### config.mk
export PLATFORM = sky130hd
export DESIGN_NAME = handshake_constant_seq
export DESIGN_NICKNAME = d
export VERILOG_FILES = /design/src/rtl/handshake_pkg.sv /design/src/rtl/handshake_skid_buffer.sv /design/src/rtl/handshake_constant_seq.sv
export SDC_FILE = /design/constraint.sdc
export NUM_CORES = 1
export LEC_CHECK = 0
export BUFFER_PORTS_ARGS = -buffer_cell sky130_fd_sc_hd__buf_2
export CAP_MARGIN = 20
export CORE_UTILIZATION = 35
export CTS_CLUSTER_DIAMETER = 50
export DETAILED_ROUTE_END_ITERATION = 7
export GPL_TIMING_DRIVEN = 0
export PLACE_DENSITY_LB_ADDON = 0.08
export SLEW_MARGIN = 10
export SYNTH_ARGS = -nofsm -noshare
export SYNTH_HDL_FRONTEND = slang
export SYNTH_HIERARCHICAL = 1
export SYNTH_SLANG_ARGS = --single-unit
### constraint.sdc
create_clock -name clk -period 2.7 [get_ports clk]
set_input_delay 0 -clock clk [delete_from_list [all_inputs] [get_ports clk]]
set_output_delay 0 -clock clk [all_outputs]
set_load 0.005 [all_outputs]
### src/rtl/handshake_pkg.sv
`default_nettype none
// ============================================================================
// Module  : handshake_pkg
// Purpose : Shared helpers for the elastic handshake units.
// Revision: 1.0 - initial release
// ============================================================================
package handshake_pkg;

    // Counter width for a sequence of `count` entries; never narrower than 1.
    function automatic int idx_width(input int count);
        return (count <= 1) ? 1 : $clog2(count);
    endfunction

endpackage
`default_nettype wire

### src/rtl/handshake_skid_buffer.sv
`default_nettype none
// ============================================================================
// Module  : handshake_skid_buffer
// Purpose : Generic 2-slot elastic register, valid/ready on both sides,
//           with a fully registered in_ready.
// Revision: 1.0 - initial release
// ============================================================================
module handshake_skid_buffer #(
    parameter int WIDTH = 8
) (
    input  logic             clk,
    input  logic             rst,
    input  logic             in_valid,
    output logic             in_ready,
    input  logic [WIDTH-1:0] in_data,
    output logic             out_valid,
    input  logic             out_ready,
    output logic [WIDTH-1:0] out_data
);

    logic             r_main_valid;
    logic             r_skid_valid;
    logic [WIDTH-1:0] r_main_data;
    logic [WIDTH-1:0] r_skid_data;
    logic             w_in_fire;
    logic             w_main_free;

    assign w_in_fire   = in_valid & ~r_skid_valid;
    assign w_main_free = ~r_main_valid | out_ready;

    always_ff @(posedge clk) begin
        if (rst) begin
            r_main_valid <= 1'b0;
            r_skid_valid <= 1'b0;
            r_main_data  <= '0;
            r_skid_data  <= '0;
        end else if (w_main_free) begin
            // Skid holds the older token, so it always takes priority for main.
            if (r_skid_valid) begin
                r_main_data  <= r_skid_data;
                r_main_valid <= 1'b1;
                r_skid_valid <= 1'b0;
            end else if (w_in_fire) begin
                r_main_data  <= in_data;
                r_main_valid <= 1'b1;
            end else begin
                r_main_valid <= 1'b0;
            end
        end else if (w_in_fire) begin
            r_skid_data  <= in_data;
            r_skid_valid <= 1'b1;
        end
    end

    assign in_ready  = ~r_skid_valid;
    assign out_valid = r_main_valid;
    assign out_data  = r_main_data;

endmodule
`default_nettype wire

### src/rtl/handshake_constant_seq.sv
`default_nettype none
// ============================================================================
// Module  : handshake_constant_seq
// Purpose : Elastic token source emitting BASE, BASE+STEP, ... (COUNT entries,
//           then wrap) for every accepted ctrl token, through a skid buffer.
// Revision: 1.0 - initial release
// ============================================================================
module handshake_constant_seq
    import handshake_pkg::*;
#(
    parameter int                    DATA_WIDTH = 32,
    parameter logic [DATA_WIDTH-1:0] BASE       = '0,
    parameter logic [DATA_WIDTH-1:0] STEP       = DATA_WIDTH'(1),
    parameter int                    COUNT      = 1
) (
    input  logic                  clk,
    input  logic                  rst,
    input  logic                  ctrl_valid,
    output logic                  ctrl_ready,
    output logic [DATA_WIDTH-1:0] outs,
    output logic                  outs_valid,
    input  logic                  outs_ready,
    output logic                  outs_last
);

    localparam int             IDX_W      = idx_width(COUNT);
    localparam logic [IDX_W-1:0] c_LAST_IDX = IDX_W'(COUNT - 1);

    generate
        if (COUNT < 1) begin : g_bad_count
            $error("handshake_constant_seq: COUNT must be >= 1");
        end
    endgenerate

    typedef struct packed {
        logic [DATA_WIDTH-1:0] data;
        logic                  last;
    } token_t;

    logic [IDX_W-1:0]      r_index;
    logic [DATA_WIDTH-1:0] r_acc;
    logic                  w_buf_ready;
    logic                  w_ctrl_fire;
    logic                  w_is_last;
    token_t                w_in_token;
    token_t                w_out_token;

    // The buffer's ready is already registered; masking with rst keeps the
    // unit closed for the whole reset interval.
    assign ctrl_ready  = w_buf_ready & ~rst;
    assign w_ctrl_fire = ctrl_valid & ctrl_ready;
    assign w_is_last   = (r_index == c_LAST_IDX);

    assign w_in_token.data = r_acc;
    assign w_in_token.last = w_is_last;

    // Running accumulator instead of BASE + index*STEP: one adder, no multiplier.
    always_ff @(posedge clk) begin
        if (rst) begin
            r_index <= '0;
            r_acc   <= BASE;
        end else if (w_ctrl_fire) begin
            if (w_is_last) begin
                r_index <= '0;
                r_acc   <= BASE;
            end else begin
                r_index <= r_index + IDX_W'(1);
                r_acc   <= r_acc + STEP;
            end
        end
    end

    handshake_skid_buffer #(
        .WIDTH (DATA_WIDTH + 1)
    ) u_buf (
        .clk       (clk),
        .rst       (rst),
        .in_valid  (ctrl_valid),
        .in_ready  (w_buf_ready),
        .in_data   (w_in_token),
        .out_valid (outs_valid),
        .out_ready (outs_ready),
        .out_data  (w_out_token)
    );

    assign outs      = w_out_token.data;
    assign outs_last = w_out_token.last;

endmodule
`default_nettype wire

== Word level (Yosys, flattened, before mapping) ==
Index checks and enable logic that the tools add are counted.

* Flip-flop bits (word level): 101
* Input bits: 4
* Logic and storage cells: 27

* Add/subtract/negate cells: 2
* Multiplexer cells: 6
* Bitwise operators: 9
* Reductions and logical operators: 4

{| class="wikitable"
|+ Operators by type and width
! operator !! number
|-
| 33-bit 2-to-1 mux || 2
|-
| 32-bit by 1-bit adder with 32-bit output (second input constant) || 1
|-
| 32-bit 2-to-1 mux || 1
|-
| 1-bit inverter || 5
|-
| 2-bit AND reduction || 2
|-
| 1-bit bitwise AND || 3
|-
| 1-bit 2-to-1 mux || 3
|-
| 2-bit nonzero test || 1
|-
| 2-bit OR reduction || 1
|-
| 1-bit adder (second input constant) || 1
|-
| 1-bit bitwise OR || 1
|}

== Logic depth before layout (Yosys ltp) ==
* Depth after elaboration: 4
* Mapped depth: 6
* Mapped depth without buffers: 3

== Modules after synthesis ==
The synthesis kept the hierarchy.

{| class="wikitable"
|+ By module, submodules not included
! module !! instances !! cells an instance !! area an instance (µm²) !! sequential area each (µm²)
|-
| handshake_skid_buffer || 1 || 307 || 2,914.0 || 1,361.3
|-
| handshake_constant_seq || 1 || 3 || 21.3 || 0.0
|}

== Worst setup path after synthesis ==
No wires, ideal clock.

* Path type: register -> register
* Start point: register u_buf.r_skid_valid
* End point: register u_buf.r_main_data[0] (netlist: u_buf/out_data[0])
* Arrival time: 1,168 ps
* Data required time: 2,619 ps
* Slack: 1,450 ps
* Stages on the path, launching flop included: 7
* Path buffers: 3
* Clock period less this slack: 1,250 ps
* Cell sequence: dfxtp_1 or2_1 buf_6 and2_4 buf_6 buf_6 a211oi_2

* Longest elaborated chain between the ends: 4

{| class="wikitable"
|+ RTL lines
! item !! RTL line !! text
|-
| start: declaration || handshake_skid_buffer.sv:22 || <nowiki>logic r_skid_valid;</nowiki>
|-
| start signal: assignment || handshake_skid_buffer.sv:34 || <nowiki>r_skid_valid <= 1'b0;</nowiki>
|-
| start signal: assignment || handshake_skid_buffer.sv:42 || <nowiki>r_skid_valid <= 1'b0;</nowiki>
|-
| start signal: assignment || handshake_skid_buffer.sv:51 || <nowiki>r_skid_valid <= 1'b1;</nowiki>
|-
| 1-bit inverter || handshake_skid_buffer.sv:28 || <nowiki>assign w_in_fire = in_valid & ~r_skid_valid;</nowiki>
|-
| 1-bit bitwise AND || handshake_skid_buffer.sv:28 ||
|-
| 2-bit nonzero test (no line) || -- ||
|-
| 2-bit AND reduction (no line) || -- ||
|-
| end signal: assignment || handshake_skid_buffer.sv:40 || <nowiki>r_main_data <= r_skid_data;</nowiki>
|-
| end signal: assignment || handshake_skid_buffer.sv:44 || <nowiki>r_main_data <= in_data;</nowiki>
|-
| end: declaration || handshake_skid_buffer.sv:23 || <nowiki>logic [WIDTH-1:0] r_main_data;</nowiki>
|}

Parallel ways exist; a longest one is shown, timed or not.
A chain may end at the register's enable or synchronous reset.

== Final worst setup path ==
* Start point: register u_buf.r_main_valid (netlist: u_buf/out_valid)
* End point: register u_buf.r_main_data[11] (netlist: u_buf/out_data[11])

* Longest elaborated chain between the ends: 3

{| class="wikitable"
|+ RTL lines
! item !! RTL line !! text
|-
| start: declaration || handshake_skid_buffer.sv:21 || <nowiki>logic r_main_valid;</nowiki>
|-
| start signal: assignment || handshake_skid_buffer.sv:33 || <nowiki>r_main_valid <= 1'b0;</nowiki>
|-
| start signal: assignment || handshake_skid_buffer.sv:41 || <nowiki>r_main_valid <= 1'b1;</nowiki>
|-
| start signal: assignment || handshake_skid_buffer.sv:45 || <nowiki>r_main_valid <= 1'b1;</nowiki>
|-
| 1-bit inverter || handshake_skid_buffer.sv:29 || <nowiki>assign w_main_free = ~r_main_valid | out_ready;</nowiki>
|-
| 1-bit bitwise OR || handshake_skid_buffer.sv:29 ||
|-
| 2-bit AND reduction (no line) || -- ||
|}

No other way between the ends.

==> metrics.md <==
| Metric | Value |
|---|---|
| Critical Path RT | `2.95 ns` |
| CTS Buf Count | `9` |
| H-tree depth | `3` |
| Nets | `428` |
| Max incr delay on CP | `0.45 ns` |
| Fmax achieved | `659.0 MHz` |
| Yosys cell types | `20` |
| Finish-stage setup viols | `0` |
| Setup Buffers After CTS | `0` |
| Ant diodes | `0` |
| PortBufs | `38` |
| CP max-delay cell | `clkbuf_1` |
| Mapped Area | `2935 µm²` |
| Leak | `1.449 nW` |
| Period utilisation layout | `56.20%` |
| Max Cap Viol | `0` |
| Worst-path clk slew | `0.07 ns` |
| Setup TNS | `0 ns` |
| Worst-path fanout max | `10` |
| Dpl ws | `1.176 ns` |
| Worst Setup Slack, final | `1.182 ns` |
| Clk Latency, worst-skew pair | `0.33 ns` |
| Worst Skew | `0.006016 ns` |
| Syn Area/Cell | `9.469 µm²` |
| Area grow syn2layout | `25.66%` |
| Worst min-delay path class | `input pin to primary output` |
| Fillers | `857` |
| Initial antenna violation count | `0` |
| GR Overflow Total | `0` |
| DIE AREA | `8757 µm²` |
| Vias in the first global route | `2235` |
| DR vias | `2308` |
| HPWL Detailed | `4253 µm` |
| Startpoint Class | `flop` |
| RSZ-0062 raised after global routing | `false` |
| CTS Hold Bufs | `1` |
| CP arrival | `1.77 ns` |
| Post-Synthesis Cells | `310` |
| CTS tree | `yes` |
| Num ports | `39` |
| CP Cell Sequence | `nand2b_1 > buf_2 > clkbuf_1 > a21oi_1 > a211oi_2` |
| First-pass iteration count of the detailed router | `4` |
| Drt initial violations | `30` |
| Largest net degree at the start of global routing | `11` |
| Type of the worst setup path | `flop to flop` |
| DRC violation count after routing | `0` |
| Global Route Usage Sum | `15.87%` |
| Placed cell area | `3497 µm²` |
| Cell Pwr Density | `577.9 nW/µm²` |
| Total Power | `2.132 mW` |
| Routed len/inst | `11.90 µm` |
| Clk root buf | `clkbuf_8` |
| CTS Sinks | `68` |
| Slew Limit Fails | `0` |
| Synth Warn # | `6` |
| # rows | `33` |
| Commonest cells after routing, fill and taps aside | `dfxtp_1, a21oi_1, conb_1, nand2_1, buf_2` |
| Shortest period the worst path allows | `1.518 ns` |
| GPL Wtd Cong | `0.6975` |
| Final Hold Fails | `0` |
| Seq/Total Area, Yosys | `46.38%` |
| Status | `finished, final reports clean` |
| DRT antenna net count | `0` |
| Number of vias per cell | `4.322` |
| Slew @ Worst Pin | `0.7408 ns` |
| Final wirelength | `6355 µm` |
| CORE AREA | `8175 µm²` |
| DIE HEIGHT | `93.58 µm` |
| Global-route wire length before repair | `10620 µm` |
| Sequential cell area | `1361 µm²` |
| Die W | `93.58 µm` |
| Starting density of the core | `35.90%` |
| Max VDD drop | `0.2102 mV` |
| Synthesized flop and latch total | `68` |
| Clock Tree Buf Depth | `2` |
| PostCTS Resize Cnt | `0` |
| Share of layout cells above drive strength 1 | `23.54%` |
| Post-Route Utilization | `45.12%` |
| Slew headroom | `50.61%` |
| Commonest non-fill, non-tap cell in the layout | `dfxtp_1` |
| Final instance area | `3689 µm²` |
| CP endpoint kind | `flop` |
| Multi-input logic area | `1627 µm²` |
-- stage by stage --
step                      hold WS (ns)  cells
after global placement          0.2590    517
after detailed placement        0.2589    517
after floorplan                0.01730    374
after CTS                       0.2443    534
after global routing            0.2678    534
final                           0.2571    534
-- logic make-up after synthesis --
logic type	Yosys count	share of synthesized area [%]
multiplexers	33	11.25
AO/OA/AOI/OAI	100	24.98
flip-flops	68	46.38
other	2	0.2558
buffers and inverters	33	6.394
AND/OR/NAND/NOR	74	10.74
-- sequential cells by signal, summed over array words and instances, names as in the netlist --
| signal | flops |
|---|---|
| u_buf/out_data | 33 |
| u_buf/r_skid_valid | 1 |
| u_buf/r_skid_data | 33 |
| u_buf/out_valid | 1 |
-- metal layers --
| metal | vias to the layer above | GRT usage [%] | part of all wire, % | routed length [µm] |
|---|---|---|---|---|
| li1 | 1245 | - | - | - |
| met1 | 1029 | 20.31 | 50 | 3209 |
| met2 | 32 | 25.18 | 45 | 2889 |
| met3 | 2 | 4.959 | 3.5 | 225 |
| met4 | 0 | 5.385 | 0.47 | 30 |
| met5 | - | 0 | 0 | 0 |
-- synth_stat cells --
master | instances | area share, %
nand4bb_1 | 1 | 0.38
conb_1 | 2 | 0.26
nand2b_1 | 1 | 0.21
a21oi_1 | 67 | 11
buf_6 | 5 | 1.9
a211oi_1 | 3 | 0.77
nor3_1 | 1 | 0.17
nand2_1 | 66 | 8.4
clkbuf_1 | 14 | 1.8
mux2i_1 | 33 | 11
dfxtp_1 | 68 | 46
nor2_1 | 1 | 0.13
and2_4 | 1 | 0.30
a211oi_2 | 30 | 13
buf_4 | 4 | 1.0
nor2b_4 | 1 | 0.47
buf_2 | 9 | 1.5
inv_1 | 1 | 0.13
and4bb_1 | 1 | 0.43
or2_1 | 1 | 0.21
-- worst max-delay path: cells and delay by family (launching register included) --
kind / cells / cell delay, ns
flops: 1 / 0.34
simple gates: 1 / 0.07
buf+inv: 2 / 0.65
compound gates: 2 / 0.39
-- area by class of cell --
class	instances	area share [%]
Timing Repair Buffer	39	5.427
Clock buffer	15	4.783
Clock inverter	1	0.1357
Sequential cell	68	36.91
Inverter	1	0.1018
Buffer	32	4.986
Multi-Input combinational cell	273	44.10
Tap cell	105	3.562
-- report_power, final --
part	switching [mW]	internal, mW
logic	0.161	0.120
clock network	0.357	0.409
registers	0.0260	1.06
total	0.544	1.59
-- worst paths after layout --
path	from	to	slack, ns	cells past startpoint
hold reg to reg	u_buf/r_skid_data[31]	u_buf/r_skid_data[31]	0.46	2
hold / removal	rst	ctrl_ready	0.26	3
setup / recovery	u_buf/out_valid	u_buf/out_data[11]	1.18	5
setup reg to reg	u_buf/out_valid	u_buf/out_data[11]	1.18	5
Power figures use the tool's default switching activity.
